[src/rtl/io_port_bridge.sv]
// io_port_bridge: device-side counterpart of the processor's I/O pins.
//
// Host words are buffered in an input FIFO whose head is presented on in_port.
// A rate-limited interrupt pulse is raised while input data is waiting. Words the
// processor writes on out_port are captured in an output FIFO that the host drains.
//
// Ports:
//   clk, rst          clock (rising edge), synchronous active-high reset
//   host_in_*         host -> input FIFO push (valid/ready/data)
//   in_port           head of input FIFO (0 when empty)
//   cpu_in_rd         processor consumed in_port (pops input FIFO)
//   irq_en            interrupt generation enable
//   interrupt         one-cycle pulse, at least HOLDOFF+1 low cycles between pulses
//   out_port          processor output word
//   cpu_out_wr        out_port valid this cycle (pushes output FIFO)
//   host_out_*        output FIFO head to host (valid/data/ready)
//   out_ovf           sticky output-word-dropped flag
//   in_count          input FIFO occupancy
//   drop_cnt          saturating dropped-word counter (only with IO_DROP_CNT_EN)
//
// Optional feature macro: IO_DROP_CNT_EN
module io_port_bridge #(
    parameter int unsigned W         = 16,
    parameter int unsigned IN_DEPTH  = 4,
    parameter int unsigned OUT_DEPTH = 4,
    parameter int unsigned HOLDOFF   = 8
) (
    input  logic                      clk,
    input  logic                      rst,
    input  logic                      host_in_valid,
    input  logic [W-1:0]              host_in_data,
    output logic                      host_in_ready,
    output logic [W-1:0]              in_port,
    input  logic                      cpu_in_rd,
    input  logic                      irq_en,
    output logic                      interrupt,
    input  logic [W-1:0]              out_port,
    input  logic                      cpu_out_wr,
    output logic                      host_out_valid,
    output logic [W-1:0]              host_out_data,
    input  logic                      host_out_ready,
    output logic                      out_ovf,
    output logic [$clog2(IN_DEPTH):0] in_count
`ifdef IO_DROP_CNT_EN
    ,
    output logic [15:0]               drop_cnt
`endif
);

    localparam int unsigned IN_AW  = $clog2(IN_DEPTH);
    localparam int unsigned OUT_AW = $clog2(OUT_DEPTH);
    localparam int unsigned HCW    = $clog2(HOLDOFF + 1);

    typedef enum logic [1:0] {
        IDLE  = 2'd0,
        PULSE = 2'd1,
        HOLD  = 2'd2
    } irq_state_e;

    // ---------------- Input FIFO ----------------
    logic [W-1:0]   in_mem_q [IN_DEPTH];
    logic [IN_AW:0] in_wr_q;
    logic [IN_AW:0] in_rd_q;
    logic [IN_AW:0] in_count_q;
    logic           in_empty;
    logic           in_full;
    logic           in_push;
    logic           in_pop;

    assign in_empty = (in_wr_q == in_rd_q);
    assign in_full  = (in_wr_q[IN_AW] != in_rd_q[IN_AW]) &&
                      (in_wr_q[IN_AW-1:0] == in_rd_q[IN_AW-1:0]);

    // Held low during reset so the host cannot push into a FIFO being cleared.
    assign host_in_ready = !in_full && !rst;
    assign in_push       = host_in_valid && host_in_ready;
    assign in_pop        = cpu_in_rd && !in_empty;

    // Input FIFO pointers and occupancy
    always_ff @(posedge clk) begin
        if (rst) begin
            in_wr_q    <= '0;
            in_rd_q    <= '0;
            in_count_q <= '0;
        end else begin
            if (in_push) in_wr_q <= in_wr_q + (IN_AW+1)'(1);
            if (in_pop)  in_rd_q <= in_rd_q + (IN_AW+1)'(1);
            case ({in_push, in_pop})
                2'b10:   in_count_q <= in_count_q + (IN_AW+1)'(1);
                2'b01:   in_count_q <= in_count_q - (IN_AW+1)'(1);
                default: in_count_q <= in_count_q;
            endcase
        end
    end

    // Input FIFO storage (data only, no reset needed: reads gated by empty)
    always_ff @(posedge clk) begin
        if (in_push) in_mem_q[in_wr_q[IN_AW-1:0]] <= host_in_data;
    end

    assign in_port  = in_empty ? '0 : in_mem_q[in_rd_q[IN_AW-1:0]];
    assign in_count = in_count_q;

    // ---------------- Interrupt FSM ----------------
    irq_state_e     state_q;
    irq_state_e     state_d;
    logic [HCW-1:0] hold_q;
    logic [HCW-1:0] hold_d;

    // State and hold-counter registers
    always_ff @(posedge clk) begin
        if (rst) begin
            state_q <= IDLE;
            hold_q  <= '0;
        end else begin
            state_q <= state_d;
            hold_q  <= hold_d;
        end
    end

    // Next-state: once a pulse fires the full PULSE+HOLD sequence always completes
    always_comb begin
        state_d = state_q;
        hold_d  = hold_q;
        case (state_q)
            IDLE: begin
                if (irq_en && (in_count_q != '0)) state_d = PULSE;
            end
            PULSE: begin
                hold_d  = HCW'(HOLDOFF - 1);
                state_d = HOLD;
            end
            HOLD: begin
                if (hold_q == '0) state_d = IDLE;
                else              hold_d  = hold_q - HCW'(1);
            end
            default: begin
                state_d = IDLE;
                hold_d  = '0;
            end
        endcase
    end

    assign interrupt = (state_q == PULSE);

    // ---------------- Output FIFO ----------------
    logic [W-1:0]    out_mem_q [OUT_DEPTH];
    logic [OUT_AW:0] out_wr_q;
    logic [OUT_AW:0] out_rd_q;
    logic            out_ovf_q;
    logic            out_empty;
    logic            out_full;
    logic            out_push;
    logic            out_pop;
    logic            out_drop;

    assign out_empty = (out_wr_q == out_rd_q);
    assign out_full  = (out_wr_q[OUT_AW] != out_rd_q[OUT_AW]) &&
                       (out_wr_q[OUT_AW-1:0] == out_rd_q[OUT_AW-1:0]);

    // A full FIFO still accepts a word when the host frees a slot in the same cycle.
    assign out_push = cpu_out_wr && (!out_full || host_out_ready);
    assign out_pop  = host_out_ready && !out_empty;
    assign out_drop = cpu_out_wr && !out_push;

    // Output FIFO pointers and sticky overflow flag
    always_ff @(posedge clk) begin
        if (rst) begin
            out_wr_q  <= '0;
            out_rd_q  <= '0;
            out_ovf_q <= 1'b0;
        end else begin
            if (out_push) out_wr_q <= out_wr_q + (OUT_AW+1)'(1);
            if (out_pop)  out_rd_q <= out_rd_q + (OUT_AW+1)'(1);
            if (out_drop) out_ovf_q <= 1'b1;
        end
    end

    // Output FIFO storage
    always_ff @(posedge clk) begin
        if (out_push) out_mem_q[out_wr_q[OUT_AW-1:0]] <= out_port;
    end

    assign host_out_valid = !out_empty;
    assign host_out_data  = out_empty ? '0 : out_mem_q[out_rd_q[OUT_AW-1:0]];
    assign out_ovf        = out_ovf_q;

`ifdef IO_DROP_CNT_EN
    logic [15:0] drop_cnt_q;

    // Saturating count of dropped output words
    always_ff @(posedge clk) begin
        if (rst) begin
            drop_cnt_q <= '0;
        end else if (out_drop && (drop_cnt_q != 16'hFFFF)) begin
            drop_cnt_q <= drop_cnt_q + 16'd1;
        end
    end

    assign drop_cnt = drop_cnt_q;
`endif

endmodule

[config.mk]
export PLATFORM = sky130hd
export DESIGN_NAME = io_port_bridge
export DESIGN_NICKNAME = d
export VERILOG_FILES = /design/src/rtl/io_port_bridge.sv
export SDC_FILE = /design/constraint.sdc
export NUM_CORES = 1
export LEC_CHECK = 0
export ABC_CLOCK_PERIOD_IN_PS = 3000
export CAP_MARGIN = 30
export CELL_PAD_IN_SITES_DETAIL_PLACEMENT = 0
export CELL_PAD_IN_SITES_GLOBAL_PLACEMENT = 1
export CORE_MARGIN = 8
export CORE_UTILIZATION = 47
export DETAILED_ROUTE_END_ITERATION = 7
export GPL_TIMING_DRIVEN = 1
export PLACE_DENSITY = 0.8
export SYNTH_ARGS = -nofsm -noshare
export SYNTH_HDL_FRONTEND = slang
export SYNTH_SLANG_ARGS = --single-unit
[constraint.sdc]
create_clock -name clk -period 3 [get_ports clk]
set_input_delay 0.6 -clock clk [delete_from_list [all_inputs] [get_ports clk]]
set_output_delay 0.6 -clock clk [all_outputs]
set_load 0.005 [all_outputs]
==> results.md <==
Status:
- The flow ran to the end, and the final reports show no timing, DRC or antenna violations.

Timing:
- The final critical-path required period is 2830 ps.
- The summed negative setup slack over all endpoints is 0 ps.
- In this run the tightest slew margin relative to its limit is 0.390.
- Setup violations remaining at the end of the flow were counted as 0.
- The number of endpoints with negative hold slack in the final report is 0.
- Dividing the final minimum period by the clock period gives 0.945.
- The pin slew with the least headroom to its limit is 915 ps.
- The post-layout worst setup margin is 165 ps.
- Setup repair after global routing left no endpoint under its margin.
- The clock tree skew after final layout is 7.70 ps.
- Static timing analysis puts the maximum clock frequency at 0.353 GHz.
- The count of final max-slew check failures came to 0.

Hold path:
- The startpoint identified for the worst hold timing path is out_ovf.
- The path with the worst hold slack has its endpoint at out_ovf.
- The cell count of the worst hold path is 2.
- The class of the worst hold path is flop to flop.

CTS:
- Gates resized during post-CTS repair numbered 0.
- Buffers inserted to repair hold after CTS numbered 0.
- The post-CTS setup repair buffer count is 0.
- The clock-pin slew reported for the worst setup and hold paths after clock tree synthesis is 60 ps.
- The later pin in the worst-skew pair is clocked with a latency of 420 ps.
- In this run, CTS created clock tree buffers numbering 17.
- TritonCTS built the clock tree.
- The sink count of the clock tree is 154.
- The buffer depth of the longest clock path is 2.
- The clock root buffer master is clkbuf_16.
- CTS built an H-tree with a depth of 4.

Layout:
- Once layout is complete, the utilization of the core stands at 0.600.
- The design area is 0.00792 mm2.
- In the final layout, the multi-input gates occupy 0.00185 mm2.
- The final antenna diode count is 0.
- The proportion of layout cells with a drive suffix above 1 is 0.187.
- The number of fill cells is 974.
- Summing all flip-flop and latch instances after layout gives 0.00436 mm2.
- The layout overhead on the synthesized area is 24.8%.
- The number of nets in the layout is 513.

Critical path:
- The sort of element at the end of the critical path is an output port.
- At the worst endpoint, the required time is 2400 ps.
- Data arrives at the worst endpoint at 2230 ps.
- The endpoint identified for the worst register-to-register timing path is in_count[2].
- The highest net fanout along the worst path is 17.
- The worst setup path is launched from a flop.
- Counting cells, the worst reg-to-reg path comes to 10.
- The beginning of the worst register-to-register path is in_wr_q[1].
- The worst setup path is of the flop to output port kind.
- The register-to-register path setup slack is 630 ps.

Global route:
- The pin count of the biggest net entering global routing is 20.
- The global-route congestion overflow total is 0.
- In the global route stage, overall resource usage came out at 0.137.
- The first global-routing pass estimated 18.4 mm of wire.
- The via count of the first global-routing pass is 3440.
- The number of antenna violations at the first check in global routing came to 0.

Die:
- In this run the vertical extent of the chip is 132 um.
- The placement row count is 42.
- The initial utilization of the core area, before any placement, comes to 0.481.
- The I/O pin count is 78.
- From left edge to right edge, the die measures 132 um.
- In this run the standard cell core region covers 0.0132 mm2.
- The die covers 0.0175 mm2.

Detailed routing:
- In the routed layout, each cell is associated on average with a via count of 5.09.
- The pre-antenna-repair detailed-routing pass consisted of 4 iterations.
- For this block, the initial DRC count from the detailed router was 201.
- After detailed routing, the number of remaining DRC violations is 0.
- The residual antenna-violating net count after detailed routing is 0.
- The routed layout has 3286 vias.
- Dividing the detail-routed wire length by the instance count gives 17.5 um.
- The total wirelength of the detailed-routed design is 11.3 mm.

Synthesis:
- Of the post-synthesis cell area, the dominant cell type holds 0.606.
- The synthesized instance count is 363.
- The prevailing post-synth register cell is edfxtp_1.
- The synthesized design contains 154 register bits.
- The share of the Yosys chip area taken by registers is 0.688.
- The cell area after synthesis is 0.00634 mm2.
- By instance count, the leading cell after synthesis is edfxtp_1.
- The average cell area after synthesis is 17.5 um2.
- The most area-hungry cell type in the Yosys netlist is edfxtp_1.
- By count the netlist is led by edfxtp_1 (128), nor2b_1 (34), mux4_2 (32).
- The count of yosys warnings during synthesis is 0.
- When the netlist entered floorplanning its net count stood at 419.
- In this run, synthesis inferred 128 flip-flops with an integrated enable.
- The fraction of registers with async set/reset is 0.
- Counting distinct cell types in the post-synthesis netlist gives 39.
- By area the synthesized netlist is led by edfxtp_1 (61%), mux4_2 (11%), dfxtp_1 (8.2%).

Placed design:
- Port buffering added 77 buffers.
- The weighted congestion reported at the end of routability-driven placement is 0.702.
- Summing all placed instances gives a cell area of 0.00735 mm2.
- After legalization and detailed placement, the total HPWL measured 7.38 mm.
- At the placement stage, the worst setup path has a slack of 302 ps.

Power:
- The leakage power of the design is 2.69 nW.
- The worst ir drop on vdd is 0.438 mV.
- The power per cell area is 737 mW/mm2.

Run:
- The max-cap violation count is 0.
[cell type report]
| cell class | count | area share |
|---|---|---|
| clock buffer | 17 | 0.0537 |
| clock inverter | 15 | 0.0180 |
| inverter | 15 | 0.00711 |
| multi-input combinational | 180 | 0.234 |
| sequential | 154 | 0.551 |
| tap | 176 | 0.0278 |
| timing repair buffer | 89 | 0.109 |
[cell usage in the layout (no fill, tap or decap), types with 9 or more instances in the layout]
master,count
edfxtp_1,128
clkdlybuf4s50_1,77
nor2b_1,34
mux4_2,32
dfxtp_1,26
nor2_1,24
clkbuf_16,17
ha_1,16
inv_1,14
buf_4,12
xor2_1,11
a21oi_1,9
[report_power, final]
group / internal [mW] / switching [mW] / total, mW
Sequential: 2.44 / 0.0652 / 2.50
Clock: 1.15 / 0.856 / 2.01
Combinational: 0.748 / 0.579 / 1.33
Total: 4.34 / 1.50 / 5.84
[how the worst max path moves through the flow]
stage,depth (start not counted),to,slack [ps],start
6_report,5,host_out_data[4],170,out_wr_q[1]
5_1_grt,5,host_out_data[3],20,out_wr_q[1]
4_1_cts,5,host_out_data[4],130,out_wr_q[1]
3_5_place_dp,9,in_count[2],300,rst
3_3_place_gp,9,in_count[2],370,rst
2_1_floorplan,9,in_count[2],810,rst
[metrics by stage]
| step | cells | power [mW] | hold slack (ps) |
|---|---|---|---|
| floorplan | 363 | 3.29 | 459 |
| global placement | 614 | 3.88 | 464 |
| detailed placement | 614 | 3.90 | 460 |
| CTS | 646 | 5.92 | 479 |
| global route | 646 | 6.12 | 495 |
| finish | 646 | 5.84 | 469 |
[cells by family after synthesis]
group	synth area share
XOR/XNOR	0.0310
AO/OA/AOI/OAI	0.0325
adder cells (fa/ha/maj)	0.0347
flip-flops	0.688
buffers and inverters	0.0205
AND/OR/NAND/NOR	0.0720
multiplexers	0.121
[state kept, by name, summed over array words and instances, names as in the netlist, named ones only]
name	flops
hold_q	4
in_count	3
in_mem_q	64
in_rd_q	3
in_wr_q	3
out_mem_q	64
out_ovf	1
out_rd_q	3
out_wr_q	3
state_q	2
[worst max-delay path, cell delays in order (launching register included)]
cell and delay (ps):
dfxtp_1 460, xor2_2 380, nor3_2 90, buf_4 210, nor2b_1 150, clkdlybuf4s50_1 520
[per-layer routing]
layer	vias up	track usage	wire, um
li1	1564	-	-
met1	1630	0.175	5110
met2	77	0.211	5400
met3	15	0.0442	593
met4	0	0.0625	213
met5	-	0	0
Power figures use the tool's default switching activity.
